==> config.mk <==
export PLATFORM = sky130hd
export DESIGN_NAME = run_sequencer
export DESIGN_NICKNAME = d
export VERILOG_FILES = /design/src/rtl/run_sequencer.sv
export SDC_FILE = /design/constraint.sdc
export NUM_CORES = 1
export LEC_CHECK = 0
export ABC_AREA = 1
export BUFFER_PORTS_ARGS = -buffer_cell sky130_fd_sc_hd__buf_2
export CORE_MARGIN = 3
export CORE_UTILIZATION = 45
export DETAILED_ROUTE_END_ITERATION = 12
export PLACE_DENSITY = 0.73
export SYNTH_ARGS = -nofsm -noshare
export SYNTH_HDL_FRONTEND = slang
export SYNTH_SLANG_ARGS = --single-unit
==> constraint.sdc <==
create_clock -name clk -period 4.2 [get_ports clk]
set_input_delay 0.84 -clock clk [delete_from_list [all_inputs] [get_ports clk]]
set_output_delay 0.84 -clock clk [all_outputs]
set_load 0.05 [all_outputs]
==> src/rtl/run_sequencer.sv <==
// run_sequencer
//
// Steps the single-cycle core through up to NUM_PROG programs in one
// sequence. For each enabled slot it asks the host for a data-memory
// preload, holds the core in reset for RST_CYC cycles with the slot's
// start PC applied, releases it and counts cycles until the core reports
// done or the run counter hits its all-ones limit. Each run is reported
// with a one-cycle run_valid pulse; all_done pulses once after the last
// enabled slot.
//
// Ports:
//   clk, reset          clock and asynchronous active-low reset
//   go, prog_mask       sequence start and enabled-slot mask (sampled in IDLE)
//   start_pc            per-slot start PC, slot i at [i*PC_W +: PC_W]
//   load_req, load_ack  preload handshake with the host
//   core_reset          registered active-high reset to the core
//   core_start_pc       PC the core loads while held in reset
//   core_done           core completion flag, honoured only while running
//   busy, cur_prog      sequence in progress / slot being serviced
//   run_valid           one-cycle pulse with run_prog/run_cycles/run_timeout
//   all_done            one-cycle pulse at sequence end
module run_sequencer #(
  parameter int NUM_PROG = 3,
  parameter int PC_W     = 10,
  parameter int CNT_W    = 16,
  parameter int RST_CYC  = 2,
  localparam int PROG_W  = (NUM_PROG > 1) ? $clog2(NUM_PROG) : 1
) (
  input  logic                     clk,
  input  logic                     reset,
  input  logic                     go,
  input  logic [NUM_PROG-1:0]      prog_mask,
  input  logic [NUM_PROG*PC_W-1:0] start_pc,
  output logic                     load_req,
  input  logic                     load_ack,
  output logic                     core_reset,
  output logic [PC_W-1:0]          core_start_pc,
  input  logic                     core_done,
  output logic                     busy,
  output logic [PROG_W-1:0]        cur_prog,
  output logic                     run_valid,
  output logic [PROG_W-1:0]        run_prog,
  output logic [CNT_W-1:0]         run_cycles,
  output logic                     run_timeout,
  output logic                     all_done
);

  localparam int HOLD_W = (RST_CYC > 1) ? $clog2(RST_CYC) : 1;
  localparam logic [HOLD_W-1:0] HOLD_LAST = HOLD_W'(RST_CYC - 1);
  localparam logic [CNT_W-1:0] CNT_MAX = '1;

  typedef enum logic [2:0] {
    IDLE,
    LOAD,
    HOLD,
    RUN,
    REPORT,
    FINISH
  } state_t;

  state_t              state;
  state_t              next_state;
  logic [NUM_PROG-1:0] mask_q;
  logic [HOLD_W-1:0]   hold_cnt;
  logic [CNT_W-1:0]    run_cnt;
  logic [PROG_W-1:0]   first_slot;
  logic [PROG_W-1:0]   next_slot;
  logic                has_next;
  logic [PC_W-1:0]     first_pc;
  logic [PC_W-1:0]     next_pc;

  // State register
  always_ff @(posedge clk or negedge reset) begin
    if (!reset) begin
      state <= IDLE;
    end else begin
      state <= next_state;
    end
  end

  // Slot search: lowest set bit of the incoming mask, and the next set bit
  // of the latched mask above the slot currently being serviced. Loops run
  // high-to-low so the last hit is the lowest qualifying slot.
  always_comb begin
    first_slot = '0;
    for (int i = NUM_PROG - 1; i >= 0; i--) begin
      if (prog_mask[i]) begin
        first_slot = PROG_W'(i);
      end
    end
    has_next  = 1'b0;
    next_slot = '0;
    for (int i = NUM_PROG - 1; i >= 0; i--) begin
      if (mask_q[i] && (i > int'(cur_prog))) begin
        has_next  = 1'b1;
        next_slot = PROG_W'(i);
      end
    end
    first_pc = start_pc[int'(first_slot)*PC_W +: PC_W];
    next_pc  = start_pc[int'(next_slot)*PC_W +: PC_W];
  end

  // Next-state logic. core_done wins over the limit because it is tested
  // in the same condition and the datapath checks it first.
  always_comb begin
    next_state = state;
    case (state)
      IDLE: begin
        if (go) begin
          next_state = (prog_mask != '0) ? LOAD : FINISH;
        end
      end
      LOAD: begin
        if (load_ack) begin
          next_state = HOLD;
        end
      end
      HOLD: begin
        if (hold_cnt == HOLD_LAST) begin
          next_state = RUN;
        end
      end
      RUN: begin
        if (core_done || (run_cnt == CNT_MAX)) begin
          next_state = REPORT;
        end
      end
      REPORT: begin
        next_state = has_next ? LOAD : FINISH;
      end
      FINISH: begin
        next_state = IDLE;
      end
      default: begin
        next_state = IDLE;
      end
    endcase
  end

  // Datapath. core_reset is registered from next_state so it changes on
  // the same edge as the state and never glitches; it is low only in RUN.
  // The run counter is preset to 1 while holding so the first RUN cycle
  // reads 1.
  always_ff @(posedge clk or negedge reset) begin
    if (!reset) begin
      core_reset    <= 1'b1;
      mask_q        <= '0;
      cur_prog      <= '0;
      core_start_pc <= '0;
      hold_cnt      <= '0;
      run_cnt       <= '0;
      run_prog      <= '0;
      run_cycles    <= '0;
      run_timeout   <= 1'b0;
    end else begin
      core_reset <= (next_state != RUN);
      case (state)
        IDLE: begin
          if (go && (prog_mask != '0)) begin
            mask_q        <= prog_mask;
            cur_prog      <= first_slot;
            core_start_pc <= first_pc;
          end
        end
        LOAD: begin
          hold_cnt <= '0;
        end
        HOLD: begin
          hold_cnt <= hold_cnt + 1'b1;
          run_cnt  <= {{(CNT_W-1){1'b0}}, 1'b1};
        end
        RUN: begin
          run_cnt <= run_cnt + 1'b1;
          if (core_done) begin
            run_prog    <= cur_prog;
            run_cycles  <= run_cnt;
            run_timeout <= 1'b0;
          end else if (run_cnt == CNT_MAX) begin
            run_prog    <= cur_prog;
            run_cycles  <= CNT_MAX;
            run_timeout <= 1'b1;
          end
        end
        REPORT: begin
          if (has_next) begin
            cur_prog      <= next_slot;
            core_start_pc <= next_pc;
          end
        end
        default: begin
        end
      endcase
    end
  end

  // Status outputs decode directly from the state register
  always_comb begin
    load_req  = (state == LOAD);
    busy      = (state == LOAD) || (state == HOLD) || (state == RUN) || (state == REPORT);
    run_valid = (state == REPORT);
    all_done  = (state == FINISH);
  end

endmodule

==> results of run 1 <==
-- cell type report --
class | count | area, µm²
clock inverter | 3 | 48.8
multi-input combinational | 302 | 1380
sequential | 54 | 1350
fill | 630 | 2890
clock buffer | 5 | 68.8
tap | 77 | 96.3
inverter | 57 | 214
timing repair buffer | 74 | 373
-- path summary, 6_finish.rpt --
kind,slack (ns),cells after the start,from,to
setup / recovery,1.71,5,state[0]$_DFF_PN0_,busy
hold / removal,0.48,2,run_cycles[9]$_DFFE_PN0P_,run_cycles[9]$_DFFE_PN0P_
setup reg to reg,1.79,8,run_cnt[0]$_DFFE_PN0P_,run_cycles[10]$_DFFE_PN0P_
hold reg to reg,0.48,2,run_cycles[9]$_DFFE_PN0P_,run_cycles[9]$_DFFE_PN0P_
max in group asynchronous,3.12,2,reset,run_cnt[9]$_DFFE_PN0P_
min in group asynchronous,0.63,2,reset,run_cycles[1]$_DFFE_PN0P_
-- sequential cells by signal (all words and copies together) (netlist names) --
| register | count |
|---|---|
| run_cnt | 16 |
| hold_cnt | 1 |
| run_cycles | 16 |
| core_reset | 1 |
| run_timeout | 1 |
| core_start_pc | 10 |
| state | 3 |
| run_prog | 2 |
| cur_prog | 2 |
| mask_q | 2 |
-- Yosys cell counts, types with 3 or more instances --
master / number
nand2_1: 147
buf_4: 3
o21ai_0: 15
nand4_1: 3
a21oi_1: 6
inv_1: 49
buf_2: 4
nor2_1: 36
nor3_1: 6
nand2_4: 3
inv_2: 8
nand2_2: 4
dfrtp_1: 53
nand3_1: 65
-- where the power goes --
part           internal (µW)  total [µW]  switching [µW]
clock                    182         359             177
sequential               702         825             122
combinational            312        1360            1050
-- tightest hold or removal path: stages (launching register included) --
cell,delay [ns]
dfrtp_1,0.35
nand2_1,0.05
nand2_1,0.05
-- cells by family (layout without fill, tap and decap cells) --
family                     after synthesis  after routing  share of synthesized area
and+or+nand+nor                        271            271                      0.398
buffers and inverters                   68            139                     0.0948
DFF                                     54             54                      0.447
AOI/OAI and AO/OA                       28             28                     0.0501
xor gates and xnor gates                 2              2                    0.00580
adders and majority gates                1              1                    0.00414
-- cells in the final DEF, fill, tap and decap left out, types with 2 or more instances in the layout --
master,synthesis,final
nor2_4,2,2
buf_2,4,73
nand3_1,65,65
nand2_4,3,3
o21ai_0,15,15
clkbuf_8,0,5
o21ai_1,2,2
o21a_1,2,2
a21oi_1,6,6
inv_2,8,8
dfrtp_1,53,53
xor2_1,2,2
inv_1,49,49
nand2_1,147,147
nor2_1,36,36
nor2_8,2,2
nand2_2,4,4
o22ai_1,2,2
nand4_1,3,3
nor3_1,6,6
-- routing by layer --
layer,up-vias,global-route usage,share of wire
met1,1295,0.280,0.48
li1,1469,-,-
met3,12,0.0339,0.063
met5,-,0,0
met2,85,0.279,0.44
met4,0,0.0642,0.017
-- metrics by stage --
stage | hold slack, ns | std cells | power, µW | setup WS (ns)
floorplan | 0.455 | 424 | 1890 | 1.12
finish | 0.478 | 572 | 2540 | 1.71
detailed placement | 0.457 | 564 | 2200 | 1.65
global route | 0.500 | 572 | 2730 | 1.50
CTS | 0.483 | 572 | 2560 | 1.70
global placement | 0.454 | 564 | 2180 | 1.78
==> impl_metrics.ini, run 1 <==
[outcome]
status = completed

[routing]
drtIter0Drc = 165
wl_per_cell_um = 12.3
routed_wl_um = 7020
route.detailed.vias_per_inst = 5.00
vias = 2861
drc_errors = 0
drt_pass1_iterations = 5
postRouteAntennaNets = 0

[global_route]
grtUsageTotal = 0.189
grt.overflow.total = 0
antenna_found_initial = 0
grt_pass1_vias = 2542
grt_max_degree = 55
grt_pass1_wl_um = 11600

[finish]
syn2layout_area_growth_pct = 17.0
design_area_um2 = 3540
diodes = 0
drive_gt1_frac = 0.210
final_core_util = 0.551
nets = 533

[synthesis]
ys_seq_elements = 54
yosys_most_used_dff = dfrtp_1
synthCells = 424
ys_seq_area_frac = 0.447
avgSynthCellArea_um2 = 7.13
yosysWarningCount = 0
synth_area_um2 = 3020
synth_top_area_frac = 0.439
synth.distinct_cells = 28
synth_largest_area_cell = dfrtp_1
synth-edff-count = 0
async_flop_share = 1.00
synth.area.top_cells = dfrtp_1 44%, nand2_1 18%, nand3_1 11%
synth.net_count = 463

[min_path]
hold_path.class = reg2reg

[pwr]
p_leak_uw = 0.00200
power.density_nw_per_um2 = 719
ir_drop_mv = 0.481

[setup_path]
crit_chain = inv_2 > nor3_1 > inv_1 > nand3_1 > buf_2
worst_ep_required_time_ns = 3.36
path_max_fanout = 4
path_class = reg2out
start_kind = flip-flop
critPathCaptureType = primary output
crit_buf_inv = 3
cp_top_family = buffers and inverters
crit_path_top_delay_cell = dfrtp_1
cp.arrival_ns = 1.65
slowest_delay_ns = 0.43

[cts]
clock_latency_ns = 0.31
cts.sinks = 54
cts_buffers = 5
post-cts-setup-buffers = 0
cts_resized = 0
path_clk_slew_ns = 0.10
cts_root_buffer = clkbuf_8
h-tree-depth = 2
cts_tree = yes
clock_path_buffers = 2
hold_buffers = 0

[placement]
io_buffers = 73
hpwl_um = 5430
place_area_um2 = 3420
gp_congestion = 0.886

[floorplan]
fp.coreArea_um2 = 6420
dieArea_um2 = 7740
die_x_um = 88.0
rows = 29
start_util = 0.471
die_h_um = 88.0
pin_count = 74

[timing]
fin_crit_ns = 2.49
tightest_slew_ns = 0.661
drv_slew = 0
timing.fmax_mhz = 401
setup_violations = 0
fin_tns_setup_ns = 0
hold_viol_final = 0
fin_skew_ns = 0.00649
fin_crit_sh = 0.594
rsz0062_at_grt = no
slew_headroom = 0.560

[job]
cap_violations = 0
Power figures use the tool's default switching activity.
==> run 2: changes to the inputs <==
clock period = 2.3 ns   (was 4.2 ns; I/O delays follow)
==> run 2 against run 1 <==
  * Combinational power up 83%
  * Sequential share of layout area down 0.26 points
  * Final area up 0.67%
  * Non-clock buffer count up 2
  * Critical endpoint unchanged
  * Clock power up 86%
  * Register-to-register slack worse by 1.4 ns
  * Critical path type unchanged
==> impl_metrics.ini, run 2 (synthesis gave the netlist of run 1 again) <==
[setup_path]
crit_chain = inv_2 > nor3_2 > inv_1 > nand3_1 > buf_2
crit_path_top_delay_cell = dfrtp_1
rr_endpoint = run_cycles[14]$_DFFE_PN0P_
r2r_start = state[2]$_DFF_PN0_
critPathCaptureType = primary output
start_kind = flip-flop
path_class = reg2out
cp.arrival_ns = 1.49
slowest_delay_ns = 0.45
rrSetupSlack_ns = 0.37
reg2reg_depth = 8
worst_ep_required_time_ns = 1.84
path_max_fanout = 4

[cts]
cts_root_buffer = clkbuf_8
path_clk_slew_ns = 0.10
cts_tree = yes
cts_resized = 0
clock_path_buffers = 2
cts.sinks = 54
post-cts-setup-buffers = 0
h-tree-depth = 2
cts_buffers = 5
clock_latency_ns = 0.30
hold_buffers = 0

[routing]
drc_errors = 0
postRouteAntennaNets = 0
drtIter0Drc = 203
drt_pass1_iterations = 5
routed_wl_um = 7060
wl_per_cell_um = 12.3
vias = 2948
route.detailed.vias_per_inst = 5.14

[global_route]
grt_pass1_vias = 2469
grt.overflow.total = 0
grt_pass1_wl_um = 11400
antenna_found_initial = 0
grt_max_degree = 55
grtUsageTotal = 0.185

[pwr]
power.density_nw_per_um2 = 1310
p_leak_uw = 0.00202
ir_drop_mv = 0.641

[floorplan]
start_util = 0.471
die_h_um = 88.0
die_x_um = 88.0
fp.coreArea_um2 = 6420
dieArea_um2 = 7740
rows = 29
pin_count = 74

[finish]
syn2layout_area_growth_pct = 17.8
reg_top3 = run_cnt: 16 flops, run_cycles: 16 flops, core_start_pc: 10 flops
final_cell_mix = 147 x nand2_1, 73 x buf_2, 65 x nand3_1, 53 x dfrtp_1, 49 x inv_1
nets = 535
diodes = 0
drive_gt1_frac = 0.215
design_area_um2 = 3560
final_common_cell = nand2_1

[placement]
place_area_um2 = 3440
io_buffers = 73
gp_congestion = 1.01
hpwl_um = 5460

[timing]
fin_tns_setup_ns = 0
hold_viol_final = 0
tightest_slew_ns = 0.668
fin_crit_ns = 1.95
fin_crit_sh = 0.846
rsz0062_at_grt = no
setup_violations = 0
hold_ws_ns = 0.261
slew_headroom = 0.555
drv_slew = 0
fin_skew_ns = 0.0105
timing.fmax_mhz = 514

[job]
cap_violations = 0

[min_path]
hold_path.class = in2async

[outcome]
status = completed
run 2: changes by cell type in the layout (fill, tap and decap cells not counted):
| cell | before | now |
|---|---|---|
| inv_8 | 1 | 0 |
| clkinvlp_4 | 1 | 0 |
| nor3_1 | 6 | 5 |
| nor3_2 | 0 | 1 |
| inv_6 | 0 | 1 |
| clkbuf_8 | 5 | 6 |
| buf_4 | 1 | 3 |
run 2: routing by layer:
layer	vias to the layer above	track usage	share of wire
li1	1479	-	-
met1	1355	0.272	0.48
met2	107	0.284	0.44
met3	7	0.0339	0.071
met4	0	0.0418	0.0089
met5	-	0	0
run 2: critical path: cells and delay by family (launching register included):
kind	cells	cell delay [ns]
simple gates	2	0.27
flops	1	0.45
buf+inv	3	0.46
run 2: power breakdown:
part	switching (µW)	leakage (µW)	internal [µW]
registers	232	0.000697	1280
clock network	308	0.0000618	358
logic	1910	0.00126	582
total	2450	0.00202	2220
run 2: worst max-delay path by stage:
stage / depth (start not counted) / slack [ns] / end / startpoint
after floorplan: 3 / 0.12 / busy / state[1]$_DFF_PN0_
after global placement: 8 / 0.51 / run_prog[1]$_DFFE_PN0P_ / state[2]$_DFF_PN0_
after detailed placement: 8 / 0.39 / run_cycles[14]$_DFFE_PN0P_ / state[2]$_DFF_PN0_
after CTS: 5 / 0.33 / busy / state[0]$_DFF_PN0_
after global routing: 8 / 0.14 / run_cycles[14]$_DFFE_PN0P_ / run_cnt[0]$_DFFE_PN0P_
final: 5 / 0.35 / busy / state[0]$_DFF_PN0_
run 2: cell type report:
cell class              count  area, µm²
flip-flops and latches     54       1350
inverters                  57        214
multi-input cells         302       1390
well taps                  77       96.3
repair buffers             76        388
clock inverters             2       38.8
fillers                   599       2860
clock buffers               6       82.6
run 2: metrics by stage:
| step | util | power (µW) | setup slack (ns) | instances |
|---|---|---|---|---|
| floorplan | - | 3460 | 0.121 | 424 |
| finish | 0.554 | 4680 | 0.354 | 574 |
| detailed placement | 0.536 | 4030 | 0.395 | 566 |
| global route | 0.554 | 4970 | 0.140 | 574 |
| CTS | 0.554 | 4700 | 0.328 | 574 |
| global placement | 0.536 | 3990 | 0.506 | 566 |
==> run 3: changes to the inputs <==
clock period = 1.8 ns   (was 2.3 ns; I/O delays follow)
==> run 3 against run 2 <==
  * Final area rose by 3.0%
  * Critical path depth fell by 1
  * Sequential share of layout area fell by 0.99 points
  * Critical endpoint is now run_valid
  * Largest power group unchanged
  * Highest routed layer unchanged
==> impl_metrics.ini, run 3 (synthesis gave the netlist of run 1 again) <==
[placement]
io_buffers = 73
place_area_um2 = 3520
gp_congestion = 0.897
hpwl_um = 5800
place_ws_ns = 0.101

[cts]
clock_latency_ns = 0.32
clock_path_buffers = 2
cts_root_buffer = clkbuf_8
cts_tree = yes
h-tree-depth = 2
path_clk_slew_ns = 0.10
cts_buffers = 5
cts.sinks = 54

[setup_path]
rrSetupSlack_ns = 0.16
path_class = reg2out
r2r_start = run_cnt[1]$_DFFE_PN0P_
path_max_fanout = 5
cp.arrival_ns = 1.35
setup.worst_path.start = state[0]$_DFF_PN0_
reg2reg_depth = 9
rr_endpoint = run_prog[1]$_DFFE_PN0P_
critPathCaptureType = primary output
worst_ep_required_time_ns = 1.44
start_kind = flip-flop

[finish]
regArea_um2 = 1360
design_area_um2 = 3670
nets = 543
drive_gt1_frac = 0.242
nFillCells = 633
multi_input_area_um2 = 1410
final_core_util = 0.571
reg_top3 = run_cnt: 16 flops, run_cycles: 16 flops, core_start_pc: 10 flops
final_cell_mix = 145 x nand2_1, 71 x buf_2, 65 x nand3_1, 50 x dfrtp_1, 48 x inv_1
final_common_cell = nand2_1
diodes = 0
syn2layout_area_growth_pct = 21.3

[pwr]
pwr-share-clk = 0.121
p_int_uw = 2830
power.density_nw_per_um2 = 1640
seqPwrFrac = 0.322
swShare = 0.530
p_switching_uw = 3200
pwr-share-comb = 0.557
p_leak_uw = 0.00206
ir_drop_mv = 0.998

[timing]
rsz0062_at_grt = no
slew_headroom = 0.644
hold_ws_ns = 0.00719
tightest_slew_ns = 0.534
drv_slew = 0
setup_ws_ns = 0.0857
setup_violations = 0
hold_viol_final = 0
fin_crit_sh = 0.952
timing.fmax_mhz = 583
fin_crit_ns = 1.71
fin_skew_ns = 0.0110
fin_tns_setup_ns = 0

[floorplan]
dieArea_um2 = 7740
rows = 29
start_util = 0.471
die_h_um = 88.0
die_x_um = 88.0
fp.coreArea_um2 = 6420
pin_count = 74

[routing]
postRouteAntennaNets = 0
drc_errors = 0
route.detailed.vias_per_inst = 5.03
wl_per_cell_um = 12.7
vias = 2925
drt_pass1_iterations = 4
routed_wl_um = 7370
drtIter0Drc = 166

[global_route]
grt.overflow.total = 0
grt_max_degree = 23
grt_pass1_wl_um = 12300
grtUsageTotal = 0.199
antenna_found_initial = 0
grt_pass1_vias = 2653

[job]
cap_violations = 0

[min_path]
hold_path.class = in2async

[outcome]
status = completed
==> run 3: changes by cell type in the layout (fill, tap and decap cells not counted), sizes merged <==
cell	before	now
bufinv	1	0
buf	76	84
inv	58	57
clkinv	0	2
==> run 3: per-layer routing <==
metal  up-vias  track usage  routed length (µm)
met5         -            0                   0
met4         0       0.0460                  73
met3         8       0.0301                 436
met2        77        0.313                3430
met1      1349        0.290                3420
li1       1491            -                   -
==> run 3: timing repair <==
| item | in CTS | in global routing |
|---|---|---|
| buffers inserted | 0 | 2 |
| hold buffers | 0 | 0 |
| setup endpoints to repair | 2 | 9 |
| pin swaps | 0 | 1 |
| gates resized for setup | 3 | 6 |
==> run 3: how the worst max path moves through the flow <==
stage | endpoint | slack [ns] | cells after the start
final | run_valid | 0.09 | 4
after global routing | busy | 0.02 | 4
after CTS | busy | 0.0007 | 4
after detailed placement | core_start_pc[3]$_DFFE_PN0P_ | 0.10 | 9
after global placement | core_start_pc[2]$_DFFE_PN0P_ | 0.17 | 9
after floorplan | busy | -0.06 | 3
==> run 3: worst max-delay path: stages, from the launching register on <==
cell and delay, ns:
dfrtp_2 0.43, inv_2 0.12, nand2_4 0.11, nor2_8 0.15, buf_4 0.22
==> run 3: layout make-up <==
class                   count  area share
clock buffers               6      0.0225
clock inverters             2     0.00478
inverters                  57      0.0584
multi-input cells         302       0.383
flip-flops and latches     54       0.370
well taps                  77      0.0263
repair buffers             84       0.135
==> run 3: through the flow <==
step / instances / total power [µW]
CTS: 580 / 6000
floorplan: 424 / 4450
finish: 582 / 6030
global route: 582 / 6450
detailed placement: 572 / 5250
global placement: 572 / 5180
==> run 3: power groups by stage <==
stage	clock network, µW	registers (µW)	logic [µW]
finish	729	1940	3360
global route	804	1990	3660
CTS	752	1940	3310
detailed placement	0	1960	3290
global placement	0	1960	3220
floorplan	0	3050	1400
